[src/rtl/s_mem_wb_pipe.sv]
// MEM->WB stage register: 2-entry skid buffer, flush, bubble masking,
// $zero write suppression and a saturating stall counter.
//
// Ports:
//   clk, rst        clock, async active-high reset
//   flush           squash both held entries at the next edge
//   in_valid/ready  MEM-side handshake (in_ready is a register output)
//   in_ctrl_wb      WB control bundle from MEM
//   in_read_data    data-memory read value
//   in_alu_result   ALU result forwarded through MEM
//   in_write_reg    destination register index
//   out_valid/ready WB-side handshake
//   out_ctrl_wb     WB control, zero while out_valid=0
//   out_read_data   held read data
//   out_alu_result  held ALU result
//   out_write_reg   held destination index
//   stall_cnt       saturating count of out_valid && !out_ready cycles
module s_mem_wb_pipe #(
  parameter int DATA_W        = 32,
  parameter int REG_W         = 5,
  parameter int CTRL_W        = 2,
  parameter int REGWRITE_BIT  = 1,
  parameter int ZERO_SUPPRESS = 1,
  parameter int CNT_W         = 16
) (
  input  logic              clk,
  input  logic              rst,
  input  logic              flush,
  input  logic              in_valid,
  output logic              in_ready,
  input  logic [CTRL_W-1:0] in_ctrl_wb,
  input  logic [DATA_W-1:0] in_read_data,
  input  logic [DATA_W-1:0] in_alu_result,
  input  logic [REG_W-1:0]  in_write_reg,
  output logic              out_valid,
  input  logic              out_ready,
  output logic [CTRL_W-1:0] out_ctrl_wb,
  output logic [DATA_W-1:0] out_read_data,
  output logic [DATA_W-1:0] out_alu_result,
  output logic [REG_W-1:0]  out_write_reg,
  output logic [CNT_W-1:0]  stall_cnt
);

  localparam logic [CNT_W-1:0] CNT_MAX = '1;

  logic              m_valid;
  logic [CTRL_W-1:0] m_ctrl;
  logic [DATA_W-1:0] m_rd;
  logic [DATA_W-1:0] m_alu;
  logic [REG_W-1:0]  m_wr;

  logic              s_valid;
  logic [CTRL_W-1:0] s_ctrl;
  logic [DATA_W-1:0] s_rd;
  logic [DATA_W-1:0] s_alu;
  logic [REG_W-1:0]  s_wr;

  logic              accept;
  logic              consume;
  logic [CTRL_W-1:0] cap_ctrl;

  // Ready depends only on skid occupancy, so no comb path from out_ready.
  assign in_ready = !s_valid;
  assign accept   = in_valid && in_ready;
  assign consume  = m_valid && out_ready;

  // A write to $zero is never architecturally visible; drop it here.
  always_comb begin
    cap_ctrl = in_ctrl_wb;
    if (ZERO_SUPPRESS != 0 && in_write_reg == '0)
      cap_ctrl[REGWRITE_BIT] = 1'b0;
  end

  always_ff @(posedge clk or posedge rst) begin
    if (rst) begin
      m_valid   <= 1'b0;
      m_ctrl    <= '0;
      m_rd      <= '0;
      m_alu     <= '0;
      m_wr      <= '0;
      s_valid   <= 1'b0;
      s_ctrl    <= '0;
      s_rd      <= '0;
      s_alu     <= '0;
      s_wr      <= '0;
      stall_cnt <= '0;
    end else begin
      if (m_valid && !out_ready && stall_cnt != CNT_MAX)
        stall_cnt <= stall_cnt + 1'b1;

      if (flush) begin
        m_valid <= 1'b0;
        s_valid <= 1'b0;
      end else if (!m_valid || consume) begin
        if (s_valid) begin
          m_valid <= 1'b1;
          m_ctrl  <= s_ctrl;
          m_rd    <= s_rd;
          m_alu   <= s_alu;
          m_wr    <= s_wr;
          s_valid <= accept;
          if (accept) begin
            s_ctrl <= cap_ctrl;
            s_rd   <= in_read_data;
            s_alu  <= in_alu_result;
            s_wr   <= in_write_reg;
          end
        end else begin
          m_valid <= accept;
          if (accept) begin
            m_ctrl <= cap_ctrl;
            m_rd   <= in_read_data;
            m_alu  <= in_alu_result;
            m_wr   <= in_write_reg;
          end
        end
      end else if (accept) begin
        s_valid <= 1'b1;
        s_ctrl  <= cap_ctrl;
        s_rd    <= in_read_data;
        s_alu   <= in_alu_result;
        s_wr    <= in_write_reg;
      end
    end
  end

  assign out_valid      = m_valid;
  assign out_ctrl_wb    = m_valid ? m_ctrl : '0;
  assign out_read_data  = m_rd;
  assign out_alu_result = m_alu;
  assign out_write_reg  = m_wr;

endmodule

[config.mk]
export PLATFORM = sky130hd
export DESIGN_NAME = s_mem_wb_pipe
export DESIGN_NICKNAME = d
export VERILOG_FILES = /design/src/rtl/s_mem_wb_pipe.sv
export SDC_FILE = /design/constraint.sdc
export NUM_CORES = 1
export LEC_CHECK = 0
export BUFFER_PORTS_ARGS = -buffer_cell sky130_fd_sc_hd__buf_2
export CAP_MARGIN = 20
export CORE_ASPECT_RATIO = 1.75
export CORE_MARGIN = 8
export CORE_UTILIZATION = 53
export CTS_CLUSTER_DIAMETER = 100
export DETAILED_ROUTE_END_ITERATION = 7
export MAX_ROUTING_LAYER = met4
export PLACE_DENSITY = 0.79
export SETUP_SLACK_MARGIN = 0.4
export SKIP_LAST_GASP = 1
export SYNTH_ARGS = -nofsm -noshare
export SYNTH_HDL_FRONTEND = slang
export SYNTH_SLANG_ARGS = --single-unit
[constraint.sdc]
create_clock -name clk -period 7.36 [get_ports clk]
set_clock_uncertainty 0.1 [all_clocks]
set_input_delay 1.104 -clock clk [delete_from_list [all_inputs] [get_ports clk]]
set_output_delay 1.104 -clock clk [all_outputs]
set_load 0.005 [all_outputs]
After elaboration in Yosys (flattened, before gate mapping)
Cells that the tools add are included.

Word-level logic and storage cells: 58. Register bits: 160. Output and inout bits: 89.

Reduce and logical (&&, ||, !) cells: 14. Bitwise logic cells: 1. Muxes and demuxes: 29. Equal/unequal tests: 2. $add $sub $neg: 1.

Operators by type and width (count): 32-bit 2-to-1 mux (10); 5-bit 2-to-1 mux (5); 16-bit by 1-bit adder with 16-bit output, second input constant (1); 16-bit != test, second input constant (1); 2-bit 2-to-1 mux (6); 1-bit 2-to-1 mux (8); 5-bit zero test (1); 1-bit logical AND (4); 2-bit nonzero test (2); 1-bit zero test (3); 3-bit AND reduction (1); 3-bit nonzero test (1); 2-bit != test, second input constant (1); 2-bit AND reduction (1); 1-bit logical OR (1); 1-bit inverter (1).

Logic depth before layout (Yosys ltp)
Gate-level depths: netlist (run 1).

Word-level depth: 5. Mapped depth: 7. Depth with buffers taken out: 5.

Worst setup path before layout (run 1)
No wires, ideal clock.

Path kind: input port to flip-flop. Start: input port out_ready. End: register s_alu[10]. Data required time: 7132 ps. Buffers on the path: 2. Library setup time: 128 ps. Stages: 5. Arrival: 2004 ps. Setup slack: 5128 ps. Cells stage by stage: nor2b_1 -> buf_2 -> nand3_2 -> buf_2 -> mux2_1.

Longest elaborated chain between the ends: 4.

RTL lines: from (decl) (RTL line 36) `input logic out_ready,`; 1-bit logical AND * (RTL line 65) `assign consume = m_valid && out_ready;`; 1-bit logical OR * (RTL line 94) `end else if (!m_valid || consume) begin`; 2-bit != test (no line); 2-bit AND reduction (no line); to (signal assigned) (RTL line 105) `s_alu <= in_alu_result;`; to (signal assigned) (RTL line 121) `s_alu <= in_alu_result;`; to (decl) (RTL line 55) `logic [DATA_W-1:0] s_alu;`.

Every way passes the cells marked *; elsewhere a longest branch is shown, timed or not. A chain may end at the register's enable or synchronous reset.

Worst setup path after layout (run 1)
Start: register s_valid. End: output port in_ready.

Longest elaborated chain between the ends: 1.

RTL lines: from (decl) (RTL line 52) `logic s_valid;`; from (signal assigned) (RTL line 101) `s_valid <= accept;`; 1-bit zero test (RTL line 63) `assign in_ready = !s_valid;`; to (decl) (RTL line 30) `output logic in_ready,`.

Every way passes these cells.

==> results of run 1 <==
[metal layers]
layer  vias up  global-route usage  share of wire
met2       131               0.323           0.54
met5         -                   -              0
met4         0              0.0791          0.019
met1      2319               0.215           0.40
met3        24              0.0411          0.042
li1       2243                   -              -
[cell type report]
cell class | instances | area, um2
clock inverters | 14 | 131
well taps | 168 | 210
clock buffers | 18 | 439
flip-flops and latches | 160 | 4010
multi-input cells | 350 | 2590
repair buffers | 170 | 906
inverters | 2 | 12.5
fillers | 1018 | 4140
[worst reg2reg max path: cells and delay by family, from the launching register on]
| kind | cells | cell delay, ns |
|---|---|---|
| AOI/OAI and AO/OA | 2 | 0.34 |
| buffers and inverters | 1 | 0.56 |
| DFF | 1 | 0.85 |
| and+or+nand+nor | 2 | 0.39 |
[Yosys cell counts]
| master | n |
|---|---|
| a21oi_1 | 72 |
| a31oi_1 | 1 |
| a41oi_2 | 1 |
| and2_1 | 4 |
| and3_1 | 2 |
| and4_1 | 3 |
| buf_2 | 31 |
| buf_4 | 2 |
| dfrtp_1 | 160 |
| ha_1 | 1 |
| inv_1 | 2 |
| mux2_1 | 6 |
| mux2_2 | 65 |
| mux2i_1 | 70 |
| nand2_1 | 6 |
| nand2b_1 | 1 |
| nand3_1 | 5 |
| nand3_2 | 1 |
| nand4_1 | 8 |
| nor2_1 | 75 |
| nor2b_1 | 1 |
| nor3_1 | 2 |
| nor3_4 | 1 |
| nor4_1 | 1 |
| o2111ai_1 | 2 |
| o211ai_1 | 2 |
| o21a_1 | 2 |
| o21ai_0 | 5 |
| or4_1 | 1 |
| xnor2_1 | 9 |
| xor2_1 | 3 |
[how the worst max path moves through the flow]
stage	slack (ns)	end	depth (start not counted)
2_1_floorplan	1.84	m_ctrl[0]	1
3_3_place_gp	3.86	s_alu[13]	4
3_5_place_dp	3.78	s_alu[7]	4
4_1_cts	3.93	in_ready	3
5_1_grt	3.84	in_ready	3
6_report	3.98	in_ready	3
[power by group]
part           internal (mW)  switching [mW]
clock                  0.479           0.354
sequential              1.06           0.106
combinational          0.197           0.166
[kinds of logic (layout without fill, tap and decap cells)]
family,count (synthesis),after routing
flip-flops,160,160
multiplexers,141,141
AND/OR/NAND/NOR,111,111
AO/OA/AOI/OAI,85,85
buffers and inverters,35,204
XOR/XNOR,12,12
adder cells (fa/ha/maj),1,1
==> results_dict.tcl, run 1 <==
set metrics [dict create \
    final_cell_mix "164 x buf_2, 159 x dfrtp_1, 75 x nor2_1" \
    drc 0 \
    maxCapViolCount 0 \
    holdPathStages 1 \
    setup_violations 0 \
    rr_startpoint "s_valid" \
    hold_path_end "m_ctrl[1]" \
    synth_xor_area_frac 0.0155 \
    cp-startpoint "s_valid" \
    pre_cts_slack_ns 3.78 \
    cts_sinks 160 \
    synthSimpleGateAreaFrac 0.0748 \
    initialDrtViolationCount 147 \
    htree_levels 4 \
    wl_per_cell_um 17.0 \
    fmax_mhz 296 \
    hold_viol_final 0 \
    grt_usage 0.192 \
    fp.dieW_um 101 \
    peakVddDrop_uv 224 \
    fin_ws_ns 3.98 \
    cts_tree "built" \
    synthTopCellsByArea "dfrtp_1 59%, mux2_2 11%, mux2i_1 10%, a21oi_1 5.3%, nor2_1 4.2%" \
    grt_overflow 0 \
    rsz0062_at_grt "false" \
    muxShareOfSynthArea 0.222 \
    holdWs_ns 0.387 \
    finalCritPeriodShare 0.459 \
    cp_top_family "buffers and inverters" \
    post_cts_buffers 0 \
    worst_ep_arrival_time_ns 2.17 \
    fp-row-count 54 \
    synth_top_cell_area_share 0.592 \
    critPathKind "flop to output pin" \
    nNetsFinal 778 \
    seq_area_frac_synth 0.592 \
    cp_slowest_stage_delay_ns 0.85 \
    routed_via_density 5.35 \
    p_per_area_nw_per_um2 284 \
    portBuffers 164 \
    path_clk_slew_ns 0.06 \
    synthesis.nets 622 \
    synth_cell_types 31 \
    antenna_found_initial 0 \
    reg2reg_setup_slack_ns 5.00 \
    end_kind "output pin" \
    layout_commonest_cell "buf_2" \
    min_from "m_ctrl[1]" \
    first_pass_iters 4 \
    fin_cells 882 \
    path_max_fanout 39 \
    clk_path_buf_depth 2 \
    die_area_um2 16800 \
    hp-class "flop to flop" \
    gp_congestion 0.932 \
    grt_start_max_net_pins 82 \
    ys_seq_elements 160 \
    insertion_delay_ns 0.41 \
    place_area_um2 7670 \
    via_count 4717 \
    clock-root-buffer "clkbuf_16" \
    hpwl_mm 10.4 \
    relSlewSlack 0.523 \
    p_leak_nw 3.67 \
    io_pins 165 \
    worst_slew_pin_slew_ns 0.716 \
    min_period_ns 3.38 \
    first_global_vias 5006 \
    syn_inst 545 \
    setup-tns-final_ns 0 \
    core_area_um2 12400 \
    crit_chain "buf_4, inv_1, buf_2" \
    fin_area_um2 8290 \
    dpl.cell_count 848 \
    slowest_stage "dfrtp_4" \
    ant_nets 0 \
    critPathBufInv 3 \
    cts_hold_buf 0 \
    regToRegEndpoint "m_ctrl[1]" \
    start_util 0.544 \
    crit_required_ns 6.16 \
    synthesis.area_um2 6760 \
    synth_compound_area_frac 0.0674 \
    drive_above_1_share 0.381 \
    reg2reg_depth 5 \
    synth_top_family_by_area "multiplexers" \
    grt_pass1_wl_mm 24.5 \
    syn2layout_area_growth_pct 22.7 \
    status "complete, no violations" \
    routed_wl_mm 15.0 \
    antenna_cells 0 \
    synth_fa_ha_area_frac 0.00185 \
    synth_top_area_cell "dfrtp_1" \
    final_max_slew_viol_count 0 \
    power.total_mw 2.36 \
    cts_made_buffers 17 \
    utilization 0.667 \
    cts_resized 0 \
    start_kind "flop" \
    die_y_um 165 \
    syn_area_per_cell_um2 12.4 \
    synth-warning-count 0 \
]
No activity file was read; power rests on OpenSTA's default activity.
==> run 2: changes to the inputs <==
--- a/config.mk
+++ b/config.mk
@@ -5,15 +5,16 @@
 export SDC_FILE = /design/constraint.sdc
 export NUM_CORES = 1
 export LEC_CHECK = 0
+export ABC_AREA = 1
 export BUFFER_PORTS_ARGS = -buffer_cell sky130_fd_sc_hd__buf_2
 export CAP_MARGIN = 20
 export CORE_ASPECT_RATIO = 1.75
 export CORE_MARGIN = 8
-export CORE_UTILIZATION = 53
+export CORE_UTILIZATION = 54
 export CTS_CLUSTER_DIAMETER = 100
 export DETAILED_ROUTE_END_ITERATION = 7
 export MAX_ROUTING_LAYER = met4
-export PLACE_DENSITY = 0.79
+export PLACE_DENSITY = 0.8
 export SETUP_SLACK_MARGIN = 0.4
 export SKIP_LAST_GASP = 1
 export SYNTH_ARGS = -nofsm -noshare
==> constraint.sdc (replaced) <==
create_clock -name clk -period 3.52 [get_ports clk]
set_clock_uncertainty 0.1 [all_clocks]
set_input_delay 0.528 -clock clk [delete_from_list [all_inputs] [get_ports clk]]
set_output_delay 0.528 -clock clk [all_outputs]
set_load 0.005 [all_outputs]
==> run 2 against run 1 <==
Effect of this change: synthesized area grew 5.8%; via count grew 26%; sequential power grew 110%; worst hold slack lost 0.19 ns; design area grew 4.2%; clock power grew 140%; wire length grew 13%; final cell count grew 34%; critical endpoint unchanged.
==> results_dict.tcl, run 2 <==
set metrics [dict create \
    routed_via_density 5.02 \
    ys_seq_elements 160 \
    synthesis.area_um2 7160 \
    critPathKind "flop to output pin" \
    start_kind "flop" \
    setup-tns-final_ns 0 \
    core_area_um2 12900 \
    drive_above_1_share 0.228 \
    crit_required_ns 2.89 \
    grt_pass1_wl_mm 28.0 \
    clock-root-buffer "clkbuf_16" \
    path_clk_slew_ns 0.07 \
    htree_levels 4 \
    start_util 0.553 \
    hp-class "input port to async pin" \
    finalCritPeriodShare 0.700 \
    cts_sinks 160 \
    synth_edf_count 0 \
    worst_slew_pin_slew_ns 0.904 \
    grt_usage 0.209 \
    peakVddDrop_uv 333 \
    synth_cell_types 24 \
    synthesis.nets 927 \
    p_per_area_nw_per_um2 601 \
    synth_top_area_cell "dfrtp_1" \
    power.total_mw 5.19 \
    cts_tree "built" \
    end_kind "output pin" \
    synthTopCellsByArea "dfrtp_1 56%, nand2_1 14%, o21ai_0 8.3%, o21ai_1 6.2%, inv_1 4.8%" \
    setup_violations 0 \
    fmax_mhz 406 \
    synthMostInstantiatedCell "nand2_1" \
    io_pins 165 \
    grt_start_max_net_pins 78 \
    rr_startpoint "out_valid" \
    final_cell_mix "273 x nand2_1, 164 x buf_2, 160 x dfrtp_1" \
    p_leak_nw 4.68 \
    grt_overflow 0 \
    fp.dieW_um 103 \
    layout_commonest_cell "nand2_1" \
    fp-row-count 55 \
    fill_cells 1122 \
    syn2layout_area_growth_pct 20.8 \
    wl_per_cell_um 14.3 \
    portBuffers 164 \
    maxCapViolCount 0 \
    regToRegEndpoint "out_write_reg[0]" \
    gp_congestion 0.844 \
    rsz0062_at_grt "false" \
    drc 0 \
    via_count 5923 \
    synth.cells.most_frequent "273 x nand2_1, 160 x dfrtp_1, 119 x o21ai_0" \
    synth_top_cell_area_share 0.560 \
    hold_viol_final 0 \
    die_y_um 168 \
    first_global_vias 5818 \
    async_flop_share 1.00 \
    final_max_slew_viol_count 0 \
    holdWs_ns 0.195 \
    seq_area_frac_synth 0.560 \
    relSlewSlack 0.396 \
    worst_ep_arrival_time_ns 1.84 \
    reg2reg_setup_slack_ns 1.46 \
    synth_ff_type "dfrtp_1" \
    post_cts_buffers 0 \
    initialDrtViolationCount 374 \
    syn_area_per_cell_um2 8.42 \
    die_area_um2 17300 \
    cts_made_buffers 17 \
    hpwl_mm 11.3 \
    first_pass_iters 5 \
    antenna_found_initial 3 \
    cts_hold_buf 0 \
    insertion_delay_ns 0.42 \
    reg2reg_depth 7 \
    utilization 0.668 \
    status "complete, no violations" \
    nNetsFinal 1071 \
    routed_wl_mm 16.9 \
    path_max_fanout 57 \
    ant_nets 0 \
    synth-warning-count 0 \
    min_period_ns 2.46 \
    cts_resized 0 \
    syn_inst 850 \
    clk_path_buf_depth 2 \
]
run 2: area by class of cell:
cell class | count | area, um2 | share of cell area
Inverter | 95 | 362 | 0.0418
Clock inverter | 14 | 204 | 0.0236
Clock buffer | 18 | 429 | 0.0496
Sequential cell | 160 | 4000 | 0.463
Multi-Input combinational cell | 549 | 2510 | 0.291
Timing Repair Buffer | 171 | 911 | 0.105
Tap cell | 171 | 214 | 0.0248
Antenna cell | 3 | 7.51 | 0.000868
run 2: where the power goes:
group          total [mW]  switching (mW)  internal, mW
logic               0.815           0.452         0.363
registers            2.41           0.218          2.19
clock network        1.96           0.765          1.20
total                5.19            1.44          3.76
run 2: critical path: stages (launching register included):
cell and delay [ns]:
dfrtp_1 0.41, clkinv_2 0.29, buf_4 0.50, buf_2 0.21
run 2: stage by stage:
step                std cells  worst slack [ns]  area [um2]
global route             1181             0.905        8640
global placement         1146              1.39        8000
floorplan                 850             0.863        7160
detailed placement       1146              1.32        8000
finish                   1181              1.06        8640
CTS                      1178              1.03        8640
run 2: cells by family after synthesis:
| family | after synthesis | share of synthesized area |
|---|---|---|
| XOR/XNOR | 4 | 0.00490 |
| buffers and inverters | 141 | 0.0899 |
| AO/OA/AOI/OAI | 225 | 0.166 |
| flip-flops | 160 | 0.560 |
| adder cells (fa/ha/maj) | 1 | 0.00175 |
| AND/OR/NAND/NOR | 319 | 0.178 |
run 2: worst max path at each step:
| stage | startpoint | endpoint | slack [ns] | depth (start not counted) |
|---|---|---|---|---|
| floorplan | rst | m_ctrl[0] | 0.86 | 1 |
| CTS | s_valid | in_ready | 1.03 | 3 |
| global placement | out_ready | out_read_data[27] | 1.39 | 6 |
| detailed placement | in_valid | out_read_data[23] | 1.32 | 6 |
| global route | s_valid | in_ready | 0.91 | 3 |
| finish | s_valid | in_ready | 1.06 | 3 |
run 2: metal layers:
metal / vias up / global-route usage / part of all wire
met4: 0 / 0.104 / 0.036
met1: 2709 / 0.251 / 0.42
met2: 177 / 0.327 / 0.50
met5: - / - / 0
met3: 40 / 0.0388 / 0.052
li1: 2997 / - / -
==> run 3: changes to the inputs <==
==> constraint.sdc (replaced) <==
create_clock -name clk -period 2.36 [get_ports clk]
set_clock_uncertainty 0.1 [all_clocks]
set_input_delay 0.354 -clock clk [delete_from_list [all_inputs] [get_ports clk]]
set_output_delay 0.354 -clock clk [all_outputs]
set_load 0.005 [all_outputs]
==> run 3 against run 2 <==
Effect of this change: first-iteration DRC count down 22%; core utilization is 0.44 points higher; sequential share of layout area shrank 0.31 points; wire length decreased by 1.9%; die area unchanged.
==> results_dict.tcl, run 3 (same netlist as run 2, synthesis figures left out) <==
set metrics [dict create \
    drive_above_1_share 0.234 \
    min_from "flush" \
    grt_pass1_wl_mm 26.8 \
    relSlewSlack 0.691 \
    ant_nets 0 \
    nNetsFinal 1077 \
    portBuffers 164 \
    final_cell_mix "272 x nand2_1, 164 x buf_2, 160 x dfrtp_1" \
    drc 0 \
    start_kind "flop" \
    finalCritPeriodShare 0.769 \
    worst_slew_pin_slew_ns 0.463 \
    wl_per_cell_um 13.9 \
    power.share.clock 0.365 \
    initialDrtViolationCount 292 \
    path_max_fanout 14 \
    antenna_found_initial 2 \
    cts_sinks 160 \
    cp-startpoint "stall_cnt[0]" \
    first_global_vias 5664 \
    utilization 0.673 \
    clk_path_buf_depth 2 \
    status "complete, no violations" \
    start_util 0.553 \
    grt_overflow 0 \
    power.total_mw 7.58 \
    p_comb_frac 0.162 \
    grt_usage 0.199 \
    crit_required_ns 2.56 \
    p_int_mw 5.46 \
    cts_made_buffers 17 \
    fp.dieW_um 103 \
    die_y_um 168 \
    worst_ep_arrival_time_ns 2.01 \
    seq_power_share 0.474 \
    io_pins 165 \
    final_max_slew_viol_count 0 \
    p_per_area_nw_per_um2 871 \
    peakVddDrop_uv 626 \
    clock-root-buffer "clkbuf_16" \
    layout_commonest_cell "nand2_1" \
    maxCapViolCount 0 \
    hpwl_mm 11.6 \
    min_period_ns 1.82 \
    insertion_delay_ns 0.41 \
    via_count 5889 \
    routed_via_density 4.96 \
    p_switching_mw 2.12 \
    grt_start_max_net_pins 101 \
    cts_tree "built" \
    core_area_um2 12900 \
    syn2layout_area_growth_pct 21.6 \
    die_area_um2 17300 \
    power_switching_share 0.280 \
    first_pass_iters 5 \
    fmax_mhz 551 \
    rr_startpoint "stall_cnt[0]" \
    end_kind "flop" \
    routed_wl_mm 16.6 \
    p_leak_nw 4.70 \
    hp-class "input port to flop" \
    rsz0062_at_grt "false" \
    htree_levels 4 \
    hold_viol_final 0 \
    setup_violations 0 \
    critPathKind "flop to flop" \
    fp-row-count 55 \
    path_clk_slew_ns 0.07 \
    gp_congestion 0.840 \
]
[run 3: cell types whose count changed in the layout (fill, tap and decap cells not counted), sizes merged]
cell / change
buf: +5
clkinvlp: +2
clkinv: -1
bufinv: -2
dlygate4sd3: +1
clkbuf: +1
[run 3: worst paths after layout]
check | end | slack, ns | depth (start not counted)
setup / recovery | stall_cnt[9] | 0.54 | 9
hold / removal | out_valid | 0.08 | 2
setup reg to reg | stall_cnt[9] | 0.54 | 9
hold reg to reg | s_alu[11] | 0.38 | 2
max in group asynchronous | out_alu_result[25] | 1.04 | 4
min in group asynchronous | stall_cnt[4] | 0.39 | 3
[run 3: repair_timing]
item,4_1_cts,5_1_grt
setup endpoints to repair,0,2
gates resized for setup,0,1
buffers inserted,0,0
hold endpoints to repair,14,0
hold buffers,1,0
[run 3: stage by stage]
stage	TNS [ns]	instance area, um2	cells	worst slack (ns)	hold slack [ns]
finish	0	8700	1187	0.545	0.0827
global route	0	8700	1187	0.406	0.0596
CTS	0	8690	1184	0.537	0.0578
floorplan	-19.65	7160	850	-0.123	0.317
detailed placement	0	8080	1151	0.562	0.271
global placement	0	8080	1151	0.626	0.272
[run 3: critical path, stage by stage, from the launching register on]
cell and delay (ns):
dfrtp_1 0.42, ha_1 0.25, inv_1 0.07, nor2_2 0.19, nand2_1 0.11, nor2_2 0.19
nor2_2 0.05, buf_4 0.19, nand2_1 0.09, o21ai_2 0.05
[run 3: area by class of cell]
type / count / area [um2]
multi-input combinational: 549 / 2520
fill: 1149 / 4240
clock inverter: 13 / 150
antenna: 3 / 7.51
clock buffer: 19 / 453
sequential: 160 / 4000
tap: 171 / 214
timing repair buffer: 177 / 996
inverter: 95 / 362
[run 3: power groups by stage]
stage / combinational (mW) / clock [mW] / sequential (mW)
after detailed placement: 1.25 / 0 / 3.63
after global placement: 1.20 / 0 / 3.61
final: 1.23 / 2.77 / 3.59
after global routing: 1.42 / 2.93 / 3.65
after CTS: 1.26 / 2.83 / 3.59
after floorplan: 0.716 / 0 / 3.60
[run 3: metal layers]
| metal | up-vias | wire (um) | share of wire | track usage |
|---|---|---|---|---|
| met3 | 33 | 728 | 0.044 | 0.0425 |
| met4 | 0 | 507 | 0.031 | 0.0868 |
| met1 | 2699 | 6900 | 0.42 | 0.229 |
| met2 | 149 | 8420 | 0.51 | 0.323 |
| met5 | - | 0 | 0 | - |
| li1 | 3008 | - | - | - |
